--- src/rtl/cpu_if_decode_mux_pkg.sv ---
// cpu_if_pkg: shared types for the CPU-interface address decode mux.
//   cpu_addr_t       : word address, bits [31:2]
//   cpu_data_t       : 32-bit data word
//   ERR_DATA_DEFAULT : read data returned on an errored access
//   cpu_if_state_e   : mux FSM states, also exposed as the debug state output
//   sel_width()      : width of a slave-select index (at least 1 bit)
package cpu_if_pkg;

  typedef logic [31:2] cpu_addr_t;
  typedef logic [31:0] cpu_data_t;

  localparam cpu_data_t ERR_DATA_DEFAULT = 32'hDEAD_BEEF;

  typedef enum logic [1:0] {
    IDLE  = 2'd0,
    ISSUE = 2'd1,
    WAIT  = 2'd2,
    RESP  = 2'd3
  } cpu_if_state_e;

  function automatic int sel_width(input int n);
    return (n > 1) ? $clog2(n) : 1;
  endfunction

endpackage

--- src/rtl/cpu_if_decode_mux_if.sv ---
// cpu_if_decode_mux_if: bundles the upstream cpu_if port and the N_SLV
// downstream register-bank ports of the decode mux.
//   modport slave  : used by the mux itself (accepts upstream requests,
//                    issues downstream requests)
//   modport master : used by the environment (upstream CPU plus slaves)
//
// Handshake: there is no valid/ready pair. A request is a single-cycle
// read or write pulse with address/data valid in that same cycle; it is
// only taken while h_busy is low, otherwise it is dropped. Every taken
// request is answered by exactly one single-cycle access_complete pulse,
// with read_data and access_error valid in that cycle. Downstream uses the
// same pulse protocol: one s_cpu_if_read/write pulse per access, answered by
// one s_cpu_if_access_complete pulse from the addressed slave.
interface cpu_if_decode_mux_if
  import cpu_if_pkg::*;
#(
  parameter int N_SLV = 4
) ();

  // upstream
  logic               h_cpu_if_read;
  logic               h_cpu_if_write;
  cpu_data_t          h_cpu_if_write_data;
  cpu_addr_t          h_cpu_if_address;
  cpu_data_t          h_cpu_if_read_data;
  logic               h_cpu_if_access_complete;
  logic               h_cpu_if_access_error;
  logic               h_busy;

  // downstream
  logic [N_SLV-1:0]    s_cpu_if_read;
  logic [N_SLV-1:0]    s_cpu_if_write;
  cpu_data_t           s_cpu_if_write_data;
  cpu_addr_t           s_cpu_if_address;
  logic [N_SLV*32-1:0] s_cpu_if_read_data;
  logic [N_SLV-1:0]    s_cpu_if_access_complete;

  modport slave (
    input  h_cpu_if_read, h_cpu_if_write, h_cpu_if_write_data, h_cpu_if_address,
    output h_cpu_if_read_data, h_cpu_if_access_complete, h_cpu_if_access_error, h_busy,
    output s_cpu_if_read, s_cpu_if_write, s_cpu_if_write_data, s_cpu_if_address,
    input  s_cpu_if_read_data, s_cpu_if_access_complete
  );

  modport master (
    output h_cpu_if_read, h_cpu_if_write, h_cpu_if_write_data, h_cpu_if_address,
    input  h_cpu_if_read_data, h_cpu_if_access_complete, h_cpu_if_access_error, h_busy,
    input  s_cpu_if_read, s_cpu_if_write, s_cpu_if_write_data, s_cpu_if_address,
    output s_cpu_if_read_data, s_cpu_if_access_complete
  );

endinterface

--- src/rtl/cpu_if_addr_decode.sv ---
// cpu_if_addr_decode: combinational address decoder.
//   addr : word address to decode
//   hit  : 1 when any slave range matches
//   sel  : index of the matching slave; lowest index wins on overlap
// Slave i matches when (addr & SLV_MASK[i]) == SLV_BASE[i].
module cpu_if_addr_decode
  import cpu_if_pkg::*;
#(
  parameter int                  N_SLV    = 4,
  parameter logic [N_SLV*30-1:0] SLV_BASE = {N_SLV{30'h0}},
  parameter logic [N_SLV*30-1:0] SLV_MASK = {N_SLV{30'h3FFF_FF00}},
  localparam int                 SEL_W    = sel_width(N_SLV)
) (
  input  cpu_addr_t        addr,
  output logic             hit,
  output logic [SEL_W-1:0] sel
);

  // Scan from the top index down so the lowest matching index is the
  // last one written and therefore wins.
  always_comb begin
    hit = 1'b0;
    sel = '0;
    for (int i = N_SLV - 1; i >= 0; i--) begin
      if ((addr & SLV_MASK[30*i +: 30]) == SLV_BASE[30*i +: 30]) begin
        hit = 1'b1;
        sel = SEL_W'(i);
      end
    end
  end

endmodule

--- src/rtl/cpu_if_decode_mux.sv ---
// cpu_if_decode_mux: fans one upstream cpu_if master out to N_SLV
// register-bank slaves, one access at a time.
//   h_clk, h_reset_n : clock, synchronous active-low reset
//   bus              : upstream request/response and downstream slave ports
//   dbg_state        : current FSM state
// Unmapped addresses, simultaneous read+write and slave timeouts complete
// upstream with access_error = 1 and ERR_DATA as read data. All outputs
// are registered.
module cpu_if_decode_mux
  import cpu_if_pkg::*;
#(
  parameter int                  N_SLV    = 4,
  parameter logic [N_SLV*30-1:0] SLV_BASE = {N_SLV{30'h0}},
  parameter logic [N_SLV*30-1:0] SLV_MASK = {N_SLV{30'h3FFF_FF00}},
  parameter int                  TIMEOUT  = 1024,
  parameter cpu_data_t           ERR_DATA = ERR_DATA_DEFAULT
) (
  input  logic                       h_clk,
  input  logic                       h_reset_n,
  cpu_if_decode_mux_if.slave         bus,
  output cpu_if_state_e              dbg_state
);

  localparam int SEL_W = sel_width(N_SLV);
  localparam int CNT_W = $clog2(TIMEOUT + 1);
  localparam logic [CNT_W-1:0] TIMEOUT_CNT = CNT_W'(TIMEOUT);

  localparam logic [1:0] ST_IDLE  = 2'd0;
  localparam logic [1:0] ST_ISSUE = 2'd1;
  localparam logic [1:0] ST_WAIT  = 2'd2;
  localparam logic [1:0] ST_RESP  = 2'd3;

  logic [1:0]       state_q, state_d;
  cpu_addr_t        addr_q, addr_d;
  cpu_data_t        wdata_q, wdata_d;
  logic             is_rd_q, is_rd_d;
  logic [SEL_W-1:0] sel_q, sel_d;
  logic             err_q, err_d;
  logic [CNT_W-1:0] cnt_q, cnt_d;
  logic [N_SLV-1:0] s_rd_q, s_rd_d;
  logic [N_SLV-1:0] s_wr_q, s_wr_d;
  logic             comp_q, comp_d;
  logic             aerr_q, aerr_d;
  cpu_data_t        rdata_q, rdata_d;
  logic             busy_q, busy_d;

  logic             dec_hit;
  logic [SEL_W-1:0] dec_sel;
  logic             req_any;
  logic             req_bad;
  logic [N_SLV-1:0] dec_onehot;
  logic [CNT_W-1:0] cnt_inc;
  cpu_data_t        slv_rdata;

  cpu_if_addr_decode #(
    .N_SLV    (N_SLV),
    .SLV_BASE (SLV_BASE),
    .SLV_MASK (SLV_MASK)
  ) u_decode (
    .addr (bus.h_cpu_if_address),
    .hit  (dec_hit),
    .sel  (dec_sel)
  );

  assign req_any    = bus.h_cpu_if_read | bus.h_cpu_if_write;
  assign req_bad    = (bus.h_cpu_if_read & bus.h_cpu_if_write) | ~dec_hit;
  assign dec_onehot = N_SLV'(1) << dec_sel;
  assign cnt_inc    = cnt_q + CNT_W'(1);
  assign slv_rdata  = bus.s_cpu_if_read_data[32*sel_q +: 32];

  always_comb begin
    state_d = state_q;
    addr_d  = addr_q;
    wdata_d = wdata_q;
    is_rd_d = is_rd_q;
    sel_d   = sel_q;
    err_d   = err_q;
    cnt_d   = cnt_q;
    busy_d  = busy_q;
    s_rd_d  = '0;
    s_wr_d  = '0;
    comp_d  = 1'b0;
    aerr_d  = 1'b0;
    rdata_d = '0;

    case (state_q)
      ST_IDLE: begin
        if (req_any) begin
          addr_d  = bus.h_cpu_if_address;
          wdata_d = bus.h_cpu_if_write_data;
          is_rd_d = bus.h_cpu_if_read;
          sel_d   = dec_sel;
          err_d   = req_bad;
          busy_d  = 1'b1;
          state_d = ST_ISSUE;
          // The downstream pulse is registered here so it is visible
          // during the ISSUE cycle.
          if (!req_bad) begin
            if (bus.h_cpu_if_read) s_rd_d = dec_onehot;
            else                   s_wr_d = dec_onehot;
          end
        end
      end

      ST_ISSUE: begin
        cnt_d = '0;
        if (err_q) begin
          state_d = ST_RESP;
          comp_d  = 1'b1;
          aerr_d  = 1'b1;
          rdata_d = ERR_DATA;
        end else begin
          state_d = ST_WAIT;
        end
      end

      ST_WAIT: begin
        cnt_d = cnt_inc;
        // A completion in the last allowed WAIT cycle beats the timeout.
        if (bus.s_cpu_if_access_complete[sel_q]) begin
          state_d = ST_RESP;
          comp_d  = 1'b1;
          rdata_d = is_rd_q ? slv_rdata : '0;
        end else if (cnt_inc == TIMEOUT_CNT) begin
          state_d = ST_RESP;
          comp_d  = 1'b1;
          aerr_d  = 1'b1;
          rdata_d = ERR_DATA;
        end
      end

      ST_RESP: begin
        state_d = ST_IDLE;
        busy_d  = 1'b0;
      end

      default: begin
        state_d = ST_IDLE;
        busy_d  = 1'b0;
      end
    endcase
  end

  always_ff @(posedge h_clk) begin
    if (!h_reset_n) begin
      state_q <= ST_IDLE;
      addr_q  <= '0;
      wdata_q <= '0;
      is_rd_q <= 1'b0;
      sel_q   <= '0;
      err_q   <= 1'b0;
      cnt_q   <= '0;
      s_rd_q  <= '0;
      s_wr_q  <= '0;
      comp_q  <= 1'b0;
      aerr_q  <= 1'b0;
      rdata_q <= '0;
      busy_q  <= 1'b0;
    end else begin
      state_q <= state_d;
      addr_q  <= addr_d;
      wdata_q <= wdata_d;
      is_rd_q <= is_rd_d;
      sel_q   <= sel_d;
      err_q   <= err_d;
      cnt_q   <= cnt_d;
      s_rd_q  <= s_rd_d;
      s_wr_q  <= s_wr_d;
      comp_q  <= comp_d;
      aerr_q  <= aerr_d;
      rdata_q <= rdata_d;
      busy_q  <= busy_d;
    end
  end

  assign bus.h_cpu_if_read_data       = rdata_q;
  assign bus.h_cpu_if_access_complete = comp_q;
  assign bus.h_cpu_if_access_error    = aerr_q;
  assign bus.h_busy                   = busy_q;
  assign bus.s_cpu_if_read            = s_rd_q;
  assign bus.s_cpu_if_write           = s_wr_q;
  assign bus.s_cpu_if_write_data      = wdata_q;
  assign bus.s_cpu_if_address         = addr_q;

  assign dbg_state = cpu_if_state_e'(state_q);

endmodule
--- src/flat_wrapper.sv ---
// flat-port wrapper written by rule: the top's interface ports become plain ports
module cpu_if_decode_mux_flat import cpu_if_pkg::*;
#(
  parameter int                  N_SLV    = 4,
  parameter logic [N_SLV*30-1:0] SLV_BASE = {N_SLV{30'h0}},
  parameter logic [N_SLV*30-1:0] SLV_MASK = {N_SLV{30'h3FFF_FF00}},
  parameter int                  TIMEOUT  = 1024,
  parameter cpu_data_t           ERR_DATA = ERR_DATA_DEFAULT
)
  (h_clk, h_reset_n, dbg_state, bus_h_cpu_if_read, bus_h_cpu_if_write, bus_h_cpu_if_write_data, bus_h_cpu_if_address, bus_h_cpu_if_read_data, bus_h_cpu_if_access_complete, bus_h_cpu_if_access_error, bus_h_busy, bus_s_cpu_if_read, bus_s_cpu_if_write, bus_s_cpu_if_write_data, bus_s_cpu_if_address, bus_s_cpu_if_read_data, bus_s_cpu_if_access_complete);
  cpu_if_decode_mux_if #(.N_SLV(N_SLV)) bus_i ();
  input  logic h_clk;
  input  logic h_reset_n;
  output cpu_if_state_e dbg_state;
  input wire logic [$bits(bus_i.h_cpu_if_read)-1:0] bus_h_cpu_if_read;
  input wire logic [$bits(bus_i.h_cpu_if_write)-1:0] bus_h_cpu_if_write;
  input wire logic [$bits(bus_i.h_cpu_if_write_data)-1:0] bus_h_cpu_if_write_data;
  input wire logic [$bits(bus_i.h_cpu_if_address)-1:0] bus_h_cpu_if_address;
  output wire logic [$bits(bus_i.h_cpu_if_read_data)-1:0] bus_h_cpu_if_read_data;
  output wire logic [$bits(bus_i.h_cpu_if_access_complete)-1:0] bus_h_cpu_if_access_complete;
  output wire logic [$bits(bus_i.h_cpu_if_access_error)-1:0] bus_h_cpu_if_access_error;
  output wire logic [$bits(bus_i.h_busy)-1:0] bus_h_busy;
  output wire logic [$bits(bus_i.s_cpu_if_read)-1:0] bus_s_cpu_if_read;
  output wire logic [$bits(bus_i.s_cpu_if_write)-1:0] bus_s_cpu_if_write;
  output wire logic [$bits(bus_i.s_cpu_if_write_data)-1:0] bus_s_cpu_if_write_data;
  output wire logic [$bits(bus_i.s_cpu_if_address)-1:0] bus_s_cpu_if_address;
  input wire logic [$bits(bus_i.s_cpu_if_read_data)-1:0] bus_s_cpu_if_read_data;
  input wire logic [$bits(bus_i.s_cpu_if_access_complete)-1:0] bus_s_cpu_if_access_complete;
  assign bus_i.h_cpu_if_read = bus_h_cpu_if_read;
  assign bus_i.h_cpu_if_write = bus_h_cpu_if_write;
  assign bus_i.h_cpu_if_write_data = bus_h_cpu_if_write_data;
  assign bus_i.h_cpu_if_address = bus_h_cpu_if_address;
  assign bus_h_cpu_if_read_data = bus_i.h_cpu_if_read_data;
  assign bus_h_cpu_if_access_complete = bus_i.h_cpu_if_access_complete;
  assign bus_h_cpu_if_access_error = bus_i.h_cpu_if_access_error;
  assign bus_h_busy = bus_i.h_busy;
  assign bus_s_cpu_if_read = bus_i.s_cpu_if_read;
  assign bus_s_cpu_if_write = bus_i.s_cpu_if_write;
  assign bus_s_cpu_if_write_data = bus_i.s_cpu_if_write_data;
  assign bus_s_cpu_if_address = bus_i.s_cpu_if_address;
  assign bus_i.s_cpu_if_read_data = bus_s_cpu_if_read_data;
  assign bus_i.s_cpu_if_access_complete = bus_s_cpu_if_access_complete;
  cpu_if_decode_mux #(.N_SLV(N_SLV), .SLV_BASE(SLV_BASE), .SLV_MASK(SLV_MASK), .TIMEOUT(TIMEOUT), .ERR_DATA(ERR_DATA)) u_core (.h_clk(h_clk), .h_reset_n(h_reset_n), .bus(bus_i), .dbg_state(dbg_state));
endmodule
--- config.mk ---
export PLATFORM = sky130hd
export DESIGN_NAME = cpu_if_decode_mux_flat
export DESIGN_NICKNAME = d
export VERILOG_FILES = /design/src/rtl/cpu_if_decode_mux_pkg.sv /design/src/rtl/cpu_if_decode_mux_if.sv /design/src/rtl/cpu_if_addr_decode.sv /design/src/rtl/cpu_if_decode_mux.sv /design/src/flat_wrapper.sv
export SDC_FILE = /design/constraint.sdc
export NUM_CORES = 1
export LEC_CHECK = 0
export CAP_MARGIN = 10
export CORE_ASPECT_RATIO = 0.9
export CORE_MARGIN = 4
export CORE_UTILIZATION = 35
export DETAILED_ROUTE_END_ITERATION = 7
export GPL_ROUTABILITY_DRIVEN = 0
export HOLD_SLACK_MARGIN = 0.05
export PLACE_DENSITY = 0.83
export SETUP_SLACK_MARGIN = 0.5
export SYNTH_ARGS = -nofsm -noshare
export SYNTH_HDL_FRONTEND = slang
export SYNTH_HIERARCHICAL = 1
export SYNTH_SLANG_ARGS = --single-unit
--- constraint.sdc ---
create_clock -name h_clk -period 2.02 [get_ports h_clk]
set_clock_uncertainty 0.1 [all_clocks]
set_input_delay 0.404 -clock h_clk [delete_from_list [all_inputs] [get_ports h_clk]]
set_output_delay 0.404 -clock h_clk [all_outputs]
set_load 0.02 [all_outputs]
# Word level (Yosys, flattened, before mapping)
# Cells that the tools add are included.
# W data, S select, Z words.
dict set report totals {
  word_cells 56
  reg_bits 120
  output_inout_bits 107
  input_bits 198
}
dict set report op_classes {
  bitwise_logic 7
  n_eq_ne 6
  muxes 22
  n_addsub 1
  reduce_logical 8
}
# operator count
set op_table {}
lappend op_table {{$mux W32} 4}
lappend op_table {{$pmux W32 S2} 1}
lappend op_table {{$logic_not A30 Y1} 1}
lappend op_table {{$pmux W11 S2} 1}
lappend op_table {{$add A11 B1 Y11 const B} 1}
lappend op_table {{$eq A11 B11 Y1 const B} 1}
lappend op_table {{$mux W1} 9}
lappend op_table {{$pmux W2 S4} 1}
lappend op_table {{$mux W2} 3}
lappend op_table {{$pmux W1 S2} 3}
lappend op_table {{$reduce_and A2 Y1} 3}
lappend op_table {{$eq A2 B2 Y1 const B} 2}
lappend op_table {{$not A1 Y1} 4}
lappend op_table {{$reduce_bool A2 Y1} 2}
lappend op_table {{$reduce_or A4 Y1} 1}
lappend op_table {{$ne A3 B1 Y1 const B} 1}
lappend op_table {{$eq A2 B1 Y1 const B} 1}
lappend op_table {{$logic_not A2 Y1} 1}
lappend op_table {{$ne A2 B1 Y1 const B} 1}
lappend op_table {{$or A1 B1 Y1} 2}
lappend op_table {{$and A1 B1 Y1} 1}

# Longest topological paths before layout
# Gate-level depths: netlist (run 1).
dict set report logic_depth {
  word_depth 5
  depth_mapped 10
}

# Hierarchy
# Netlist (run 1), hierarchy kept.
# module seq_area_each_um2 n_inst cells_each area_each_um2
set by_module_without_submodules {}
lappend by_module_without_submodules {cpu_if_decode_mux 2442.3 1 583 5487.8}
lappend by_module_without_submodules {cpu_if_addr_decode 0.0 1 10 70.1}

# Worst setup path after synthesis (run 1)
# OpenSTA, ideal clock, no wires.
dict set report synth_path {
  path_type {flip-flop to flip-flop}
  startpoint {register u_core.cnt_q[0]}
  endpoint {register u_core.rdata_q[10] (netlist: u_core/bus.h_cpu_if_read_data[10])}
  stages_incl_launch_ff 11
  setup_slack_ps -198
  path_buffers 2
  arrival_time_ps 2049
  period_less_slack_ps 2218
  cell_sequence {dfxtp_1 -> ha_1 -> buf_2 -> nand3_1 -> xor2_1 -> nand2_1 -> or4b_4 -> nor2_4 -> o21ai_4 -> buf_6 -> o21ai_1}
}
dict set report synth_between {
  elab_chain_cells 5
}
# element line_no
set synth_rtl {}
lappend synth_rtl {{start: declaration} cpu_if_decode_mux.sv:39} ;# logic [CNT_W-1:0] cnt_q, cnt_d;
lappend synth_rtl {{start signal: assignment} cpu_if_decode_mux.sv:166} ;# cnt_q <= cnt_d;
lappend synth_rtl {{$add A11 B1 Y11} cpu_if_decode_mux.sv:68} ;# assign cnt_inc = cnt_q + CNT_W'(1);
lappend synth_rtl {{$eq A11 B11 Y1} cpu_if_decode_mux.sv:124} ;# end else if (cnt_inc == TIMEOUT_CNT) begin
lappend synth_rtl {{$mux W32} cpu_if_decode_mux.sv:124}
lappend synth_rtl {{$mux W32} cpu_if_decode_mux.sv:120} ;# if (bus.s_cpu_if_access_complete[sel_q]) begin
lappend synth_rtl {{$pmux W32 S2} cpu_if_decode_mux.sv:86} ;# case (state_q)
lappend synth_rtl {{end signal: assignment} cpu_if_decode_mux.sv:171} ;# rdata_q <= rdata_d;
lappend synth_rtl {{end: declaration} cpu_if_decode_mux.sv:44} ;# cpu_data_t rdata_q, rdata_d;
# Every way passes these cells.
# A chain may end at the register's enable or synchronous reset.

# Worst setup path after layout (run 1)
dict set report layout_path {
  startpoint {register u_core.cnt_q[0]}
  endpoint {register u_core.state_q[0] (netlist: u_core/dbg_state[0])}
}
dict set report layout_between {
  elab_chain_cells 4
}
# element line_no
set layout_rtl {}
lappend layout_rtl {{$add A11 B1 Y11} cpu_if_decode_mux.sv:68}
lappend layout_rtl {{$eq A11 B11 Y1} cpu_if_decode_mux.sv:124}
lappend layout_rtl {{$ne A3 B1 Y1 (no source line)} n/a}
lappend layout_rtl {{$reduce_and A2 Y1 (no source line)} n/a}
lappend layout_rtl {{end signal: assignment} cpu_if_decode_mux.sv:160} ;# state_q <= state_d;
lappend layout_rtl {{end: declaration} cpu_if_decode_mux.sv:33} ;# logic [1:0] state_q, state_d;
# Every way passes these cells.

==> metrics, run 1 <==
outcome complete, but fails checks; violated checks negative setup slack; Overflow after GRT 0; share of layout cells above drive strength 1 0.479; Net count, final 1171; post-synthesis async set-or-reset flop share 0; max cap viols 0; fin area 10800 um2; total number of vias 6034; peak supply drop 0.899 mV; Synth Flop Type dfxtp_1; Yosys cell types 50; register area share after synthesis 0.439; ANT nets after route 0; crit path buf inv count 1; GR Layer Usage met3 0.0876; largest net degree at the start of global routing 45; chip width 141 um; met1 Use GR 0.240; later-pin clock latency in the skew report 410 ps; antenna cells 0; first-pass GRT wire length 31000 um; wirelength, routed 23700 um; Hold Buf Count CTS 0; Boundary Pins 305; Crit path arrival time 2310 ps; DR WL/cell 20.0 um; Final Slew Violations 0; Hold WS 134 ps; worst hold path type in2reg; Syn-to-layout area delta 94.6%; all-layer global routing usage 0.222; Root Buffer Master clkbuf_16; DP Wirelength 14900 um; setup ws final -91.3 ps; Core Box Area 15500 um2; Slowest-stage cell, CP or4b_4; initial core utilization 0.359; port bufs 304; Clock Tree Buf Depth 2; Non-Filler Instances 1181; CTS tree yes; # setup viols final 27; Post-synth EDFFs 0; Util after Layout 0.698; vias in the first global route 5913; placed cell area 9150 um2; Cell Pwr Density 1230 nW/um2; Starting DRT DRC Count 270; Synth Register Bits 122; RSZ-0062 raised after global routing true; Leak Pwr 0.00461 uW; synthesized area 5560 um2; Syn Area/Cell 9.37 um2; clk slew on worst S/H paths 60 ps; post-synthesis cell count 593; # DRC 0; fin crit share 1.05; CP delay by family, top simple AND/OR/NAND/NOR gates; Worst EP required 2220 ps; DR vias/cell 5.11; Fmax 0.474 GHz; met2 usage 0.394; largest stage delay on the critical path 560 ps; crit path max fanout 7; # H-tree levels 4; final-layout fill cell count 1122; Crit. End Element flop; CTS sink cnt 122; yosys warns 6; Most Crowded Layer GR met2; placed insts 1097; Total Die Area 18000 um2; Die H 128 um; Startpoint Class flop; drt pass-1 iters 5; cell row count 43; initial antenna violation count 0; TritonCTS Buffers 17; ordered cell list for the critical path ha_4, buf_6, nand2_4, xnor2_1, or4b_4, o211ai_4, nand4_1, o211a_1; final hold vios 0; minimum clock period 2110 ps; Setup CP Type reg2reg
## synth_stat cells, drive strengths merged, types with 2 or more instances
| cell type | number | area (um2) |
|---|---|---|
| ha | 7 | 87.6 |
| nor2b | 19 | 119 |
| o21ai | 29 | 164 |
| mux2i | 2 | 20.0 |
| inv | 6 | 22.5 |
| and3 | 2 | 15.0 |
| buf | 13 | 83.8 |
| nand4 | 8 | 65.1 |
| nand2 | 156 | 593 |
| xnor2 | 2 | 17.5 |
| nor2 | 11 | 48.8 |
| nor3 | 9 | 45.0 |
| o211a | 3 | 30.0 |
| dfxtp | 122 | 2440 |
| a21oi | 33 | 165 |
| nor4 | 6 | 43.8 |
| mux4 | 32 | 721 |
| xor2 | 4 | 35.0 |
| nand2b | 4 | 25.0 |
| nand3 | 6 | 30.0 |
| clkbuf | 35 | 131 |
| a21boi | 66 | 495 |
## area by class of cell
cell class,count,area [um2],area share
flip-flops and latches,122,2470,0.229
clock buffers,18,429,0.0397
inverters,6,27.5,0.00254
well taps,202,253,0.0234
clock inverters,14,171,0.0158
multi-input cells,418,3730,0.345
repair buffers,401,3730,0.345
## sequential cells by signal (all words and copies together), names as in the netlist, 2 cells and up
name,count
u_core/bus.s_cpu_if_write,4
u_core/dbg_state,2
u_core/bus.s_cpu_if_read,4
u_core/bus.s_cpu_if_address,30
u_core/sel_q,2
u_core/bus.h_cpu_if_read_data,32
u_core/cnt_q,11
u_core/bus.s_cpu_if_write_data,32
## per-layer routing
layer	wire length, um	share of wire
met1	8420	0.36
met5	0	0
met2	12500	0.53
met4	649	0.027
met3	2080	0.088
## worst reg2reg max path, cell delays in order (launching register included)
cell and delay (ps):
dfxtp_4 370, ha_4 210, buf_6 130, nand2_4 40, xnor2_1 120, or4b_4 560, o211ai_4 210, nand4_1 120
o211a_1 140
## placed cells by master, fill, tap and decap left out, types with 7 or more instances in the layout
cell type	Yosys	layout
a21boi_1	0	26
a21boi_2	0	38
a21oi_1	33	30
buf_12	0	8
buf_2	4	92
buf_4	4	65
buf_6	2	24
clkbuf_16	0	26
clkdlybuf4s15_2	0	9
clkdlybuf4s50_1	0	176
dfxtp_1	122	109
dfxtp_2	0	7
mux4_2	32	32
nand2_1	155	70
nand2_2	0	39
nand2_4	1	47
nand4_1	7	7
nor2_1	10	9
nor2b_1	19	18
o21ai_1	19	13
o21ai_2	2	12
## final timing paths
check	startpoint	endpoint	slack [ps]	cells past startpoint
max	u_core/cnt_q[0]	u_core/dbg_state[0]	-90	8
min	bus_h_cpu_if_address[27]	u_core/bus.s_cpu_if_address[27]	130	3
max reg2reg	u_core/cnt_q[0]	u_core/dbg_state[0]	-90	8
min reg2reg	u_core/bus.s_cpu_if_address[28]	u_core/bus.s_cpu_if_address[28]	350	2
## metrics by stage
stage / setup WS, ps / total power, uW / setup TNS (ps)
2_1_floorplan: -23.9 / 5590 / -460
3_3_place_gp: -228 / 7270 / -2600
3_5_place_dp: -274 / 7350 / -2940
4_1_cts: -77.5 / 11100 / -1130
5_1_grt: -164 / 13900 / -3410
6_report: -91.3 / 13300 / -1250
## kinds of logic (layout without fill, tap and decap cells)
family | after synthesis | after routing | share of synthesized area
buf+inv | 54 | 439 | 0.0428
flops | 122 | 122 | 0.439
simple gates | 228 | 228 | 0.189
xor+xnor | 6 | 6 | 0.00946
other cells | 1 | 2 | 0.000675
fa+ha+maj | 7 | 7 | 0.0158
compound gates | 140 | 140 | 0.168
mux | 35 | 35 | 0.135
## where the power goes
group / leakage (uW) / switching (uW) / total, uW / internal, uW
clock: 0.000283 / 1170 / 3110 / 1950
sequential: 0.00100 / 328 / 3160 / 2830
combinational: 0.00332 / 3470 / 7050 / 3580
## timing repair
action                                  in CTS  in global routing
hold endpoints to repair                     0                  0
buffers inserted                            18                 16
endpoints found under the setup margin     217                137
cloned                                       5                 13
resized for setup                          492                337
pin swaps                                   18                138
Note: power is estimated with default switching activity, not from simulation.
==> run 2: changes to the inputs <==
- PLACE_DENSITY: 0.83 -> 0.79
==> metrics, run 2 (synthesized netlist as in run 1, its figures left out) <==
chip width 141 um; crit path max fanout 12; port bufs 304; Util after Layout 0.703; cell row count 43; Root Buffer Master clkbuf_16; Core Box Area 15500 um2; initial antenna violation count 0; Reg-to-Reg Start u_core/cnt_q[0]; Overflow after GRT 0; all-layer global routing usage 0.221; fin crit share 1.06; Syn-to-layout area delta 96.1%; Total Die Area 18000 um2; setup ws final -117 ps; # setup viols final 28; Post-Place Setup Slack -249 ps; ordered cell list for the critical path ha_4, buf_6, nand2_4, xnor2_1, or4b_4, nor2_4, o21ai_4, clkbuf_16, o21ai_1; Fmax 0.468 GHz; reg2reg path depth 9; max cap viols 0; Sw Share 0.358; most common cell after layout, fill and taps aside clkdlybuf4s50_1; worst hold start bus_h_cpu_if_address[14]; Boundary Pins 305; Leak Pwr 0.00461 uW; Worst EP required 2260 ps; DP Wirelength 14600 um; later-pin clock latency in the skew report 410 ps; minimum clock period 2140 ps; wirelength, routed 22700 um; peak supply drop 0.934 mV; total number of vias 6003; largest stage delay on the critical path 550 ps; final hold vios 0; ANT nets after route 0; placed cell area 9160 um2; DR WL/cell 19.3 um; Crit path arrival time 2370 ps; outcome complete, but fails checks; Tightest Pin Transition 603 ps; hold path endpoint u_core/bus.s_cpu_if_address[14]; Cell Pwr Density 1220 nW/um2; internal power 8570 uW; Setup CP Type reg2reg; largest net degree at the start of global routing 45; first-pass GRT wire length 31100 um; antenna cells 0; RSZ-0062 raised after global routing true; Starting DRT DRC Count 278; drt pass-1 iters 5; RR Endpoint u_core/bus.h_cpu_if_read_data[10]; Slowest-stage cell, CP or4b_4; clk slew on worst S/H paths 60 ps; Net Switching 4780 uW; Final Slew Violations 0; relative slew slack 0.597; CTS tree yes; CTS sink cnt 122; Clock Tree Buf Depth 2; Startpoint Class flop; DR vias/cell 5.10; violated checks negative setup slack; Net count, final 1167; Logic pwr share 0.506; Die H 128 um; worst hold path type in2reg; Min-Delay Path Depth 3; TritonCTS Buffers 17; # H-tree levels 4; Clock Power Share 0.260; fin area 10900 um2; # DRC 0; initial core utilization 0.359; setup TNS -2310 ps; Reg power frac 0.233; R2R setup slack -120 ps; Crit. End Element flop; Hold Buf Count CTS 0; share of layout cells above drive strength 1 0.457; commonest non-fill, non-tap cells in the layout clkdlybuf4s50_1, dfxtp_1, buf_2; final-layout fill cell count 1138; vias in the first global route 5785
run 2: cell count changes in the layout (fill, tap and decap cells not counted), sizes merged:
cell and delta:
inv -2, buf -22, clkdlybuf4s15 +15, clkdlybuf4s50 -2, dlygate4sd2 +4, bufinv +2, clkbuf +5, clkinvlp -4
run 2: through the flow:
step	cells	power, uW	hold WS (ps)
final	1177	13300	129
after global routing	1177	13900	119
after CTS	1158	11600	147
after detailed placement	1099	7310	356
after global placement	1099	7250	349
after floorplan	594	5590	368
run 2: metal layers:
layer,global-route usage,vias to the layer above,routed length (um)
met5,0,-,0
met4,0.0604,0,417
met3,0.0745,27,2000
met2,0.400,247,11700
met1,0.249,2912,8630
li1,-,2817,-
run 2: worst max-delay path: cells and delay by family (launching register included):
kind	cells	cell delay, ps
XOR/XNOR	1	120
AND/OR/NAND/NOR	3	750
flip-flops	1	370
buffers and inverters	2	310
adder cells (fa/ha/maj)	1	210
AO/OA/AOI/OAI	2	210
run 2: worst max path at each step:
stage / startpoint / to / slack, ps / cells past startpoint
2_1_floorplan: u_core/cnt_q[1] / u_core/bus.h_cpu_if_read_data[10] / -20 / 10
3_3_place_gp: bus_h_cpu_if_address[19] / u_core/err_q / -230 / 5
3_5_place_dp: bus_h_cpu_if_address[19] / u_core/err_q / -250 / 5
4_1_cts: u_core/cnt_q[0] / u_core/bus.h_cpu_if_read_data[1] / -40 / 9
5_1_grt: u_core/cnt_q[1] / u_core/dbg_state[0] / -170 / 8
6_report: u_core/cnt_q[0] / u_core/bus.h_cpu_if_read_data[10] / -120 / 9
run 2: area by class of cell:
cell class / instances / area (um2) / area share
Multi-Input combinational cell: 418 / 3680 / 0.337
Tap cell: 202 / 253 / 0.0232
Inverter: 6 / 27.5 / 0.00253
Clock buffer: 22 / 495 / 0.0455
Clock inverter: 10 / 184 / 0.0169
Timing Repair Buffer: 397 / 3790 / 0.348
Sequential cell: 122 / 2470 / 0.227
run 2: repair_timing:
item	4_1_cts	5_1_grt
gates resized for setup	481	289
pin swaps	20	117
cloned	7	10
endpoints found under the hold margin	0	0
setup endpoints to repair	218	138
setup buffers	20	9
run 2: power by group through the flow:
stage	combinational, uW	clock (uW)	sequential (uW)
6_report	6760	3470	3120
5_1_grt	7130	3630	3170
4_1_cts	5070	3510	3060
3_5_place_dp	4190	0	3120
3_3_place_gp	4150	0	3110
2_1_floorplan	2060	0	3530
==> run 3: changes to the inputs <==
- CORE_MARGIN: 4 -> 2
==> metrics, run 3 (synthesized netlist as in run 1, its figures left out) <==
outcome complete, but fails checks; violated checks negative setup slack; Final Slew Violations 0; CTS tree yes; Clock Power Share 0.246; max cap viols 0; DP Wirelength 14100 um; most common cell after layout, fill and taps aside clkdlybuf4s50_1; # DRC 0; Slowest-stage cell, CP or4b_4; Sw Share 0.362; CTS sink cnt 122; share of layout cells above drive strength 1 0.440; Util after Layout 0.693; Reg-to-Reg Start u_core/cnt_q[1]; first-pass GRT wire length 31700 um; Startpoint Class flop; Setup CP Type reg2reg; total number of vias 5984; Overflow after GRT 0; wirelength, routed 21600 um; TritonCTS Buffers 17; placed cell area 9190 um2; fin crit share 1.07; cell row count 43; Tightest Pin Transition 542 ps; initial antenna violation count 0; Leak Pwr 0.00461 uW; hold path endpoint u_core/bus.s_cpu_if_address[14]; antenna cells 0; Crit path arrival time 2400 ps; ordered cell list for the critical path ha_4, nand3_4, xor2_1, nand2_1, or4b_4, nor2_4, o21ai_4, buf_12, o21ai_2; DR WL/cell 18.3 um; crit path max fanout 16; clk slew on worst S/H paths 60 ps; Hold WS 134 ps; RSZ-0062 raised after global routing true; Fmax 0.464 GHz; vias in the first global route 6129; Net Switching 4700 uW; Die H 124 um; Design Power 13000 uW; peak supply drop 0.866 mV; fin area 10700 um2; RR Endpoint u_core/bus.h_cpu_if_read_data[3]; relative slew slack 0.638; port bufs 304; worst hold path type in2reg; final hold vios 0; initial core utilization 0.359; Logic pwr share 0.507; setup ws final -134 ps; Total Die Area 16900 um2; internal power 8290 uW; Clock Tree Buf Depth 2; drt pass-1 iters 5; DR vias/cell 5.06; commonest non-fill, non-tap cells in the layout clkdlybuf4s50_1, dfxtp_1, nand2_1; later-pin clock latency in the skew report 410 ps; Root Buffer Master clkbuf_16; ANT nets after route 0; # setup viols final 27; Core Box Area 15500 um2; all-layer global routing usage 0.245; # H-tree levels 4; Starting DRT DRC Count 240; largest stage delay on the critical path 550 ps; worst hold start bus_h_cpu_if_address[14]; Worst EP required 2260 ps; Crit. End Element flop; Net count, final 1173; reg2reg path depth 9; largest net degree at the start of global routing 43; Reg power frac 0.247; minimum clock period 2150 ps; Min-Delay Path Depth 3; Cell Pwr Density 1210 nW/um2; chip width 137 um; Boundary Pins 305; R2R setup slack -130 ps; Syn-to-layout area delta 93.1%
run 3: changes by cell type in the layout (fill, tap and decap cells not counted), moves of 4 or more:
cell             change
clkbuf_16            -9
nand2_1             +12
buf_6                +9
buf_16               +5
buf_4               +11
nand2_4              -4
clkdlybuf4s15_2      -5
nand2_2              -8
run 3: what timing repair did:
action                                  in CTS  in global routing
endpoints found under the setup margin     218                127
setup buffers                               29                  7
pin swaps                                   97                 56
endpoints found under the hold margin        0                  0
cloned                                      11                  0
resized for setup                          594                172
hold buffers                                 0                  0
run 3: final cells by class:
type / count / area [um2]
Fill cell: 1168 / 4760
Timing Repair Buffer: 403 / 3770
Multi-Input combinational cell: 418 / 3580
Sequential cell: 122 / 2470
Clock buffer: 22 / 485
Tap cell: 202 / 253
Clock inverter: 10 / 135
Inverter: 6 / 30.0
run 3: routing by layer:
metal,track usage,vias up,wire [um],share of wire
met5,0,-,0,0
met4,0.101,0,510,0.024
met3,0.0918,42,2030,0.094
met2,0.428,260,11000,0.51
met1,0.269,2862,8050,0.37
li1,-,2820,-,-
run 3: how the worst max path moves through the flow:
stage	endpoint	cells past startpoint	slack, ps	from
2_1_floorplan	u_core/bus.h_cpu_if_read_data[10]	10	-20	u_core/cnt_q[1]
3_3_place_gp	u_core/err_q	5	-230	bus_h_cpu_if_address[19]
3_5_place_dp	u_core/err_q	5	-260	bus_h_cpu_if_address[19]
4_1_cts	u_core/bus.h_cpu_if_read_data[0]	8	-70	u_core/cnt_q[1]
5_1_grt	u_core/bus.h_cpu_if_read_data[3]	9	-180	u_core/cnt_q[1]
6_report	u_core/bus.h_cpu_if_read_data[3]	9	-130	u_core/cnt_q[1]
run 3: power groups by stage:
| stage | clock network, uW | logic, uW | registers (uW) |
|---|---|---|---|
| final | 3200 | 6590 | 3210 |
| after global routing | 3350 | 7020 | 3250 |
| after CTS | 3250 | 5970 | 3100 |
| after detailed placement | 0 | 4210 | 3140 |
| after global placement | 0 | 4160 | 3120 |
| after floorplan | 0 | 2060 | 3530 |
run 3: worst max-delay path, delay by kind of cell (launching register included):
family	cells	cell delay [ps]
AOI/OAI and AO/OA	2	220
buffers and inverters	1	150
xor gates and xnor gates	1	160
adders and majority gates	1	200
DFF	1	360
and+or+nand+nor	4	860
run 3: stage by stage:
step           setup slack [ps]  std cells  TNS (ps)
3_3_place_gp               -226       1104     -1110
6_report                   -134       1183     -2310
2_1_floorplan             -23.9        594      -460
3_5_place_dp               -257       1104     -2370
5_1_grt                    -179       1183     -3900
4_1_cts                   -72.4       1176      -878
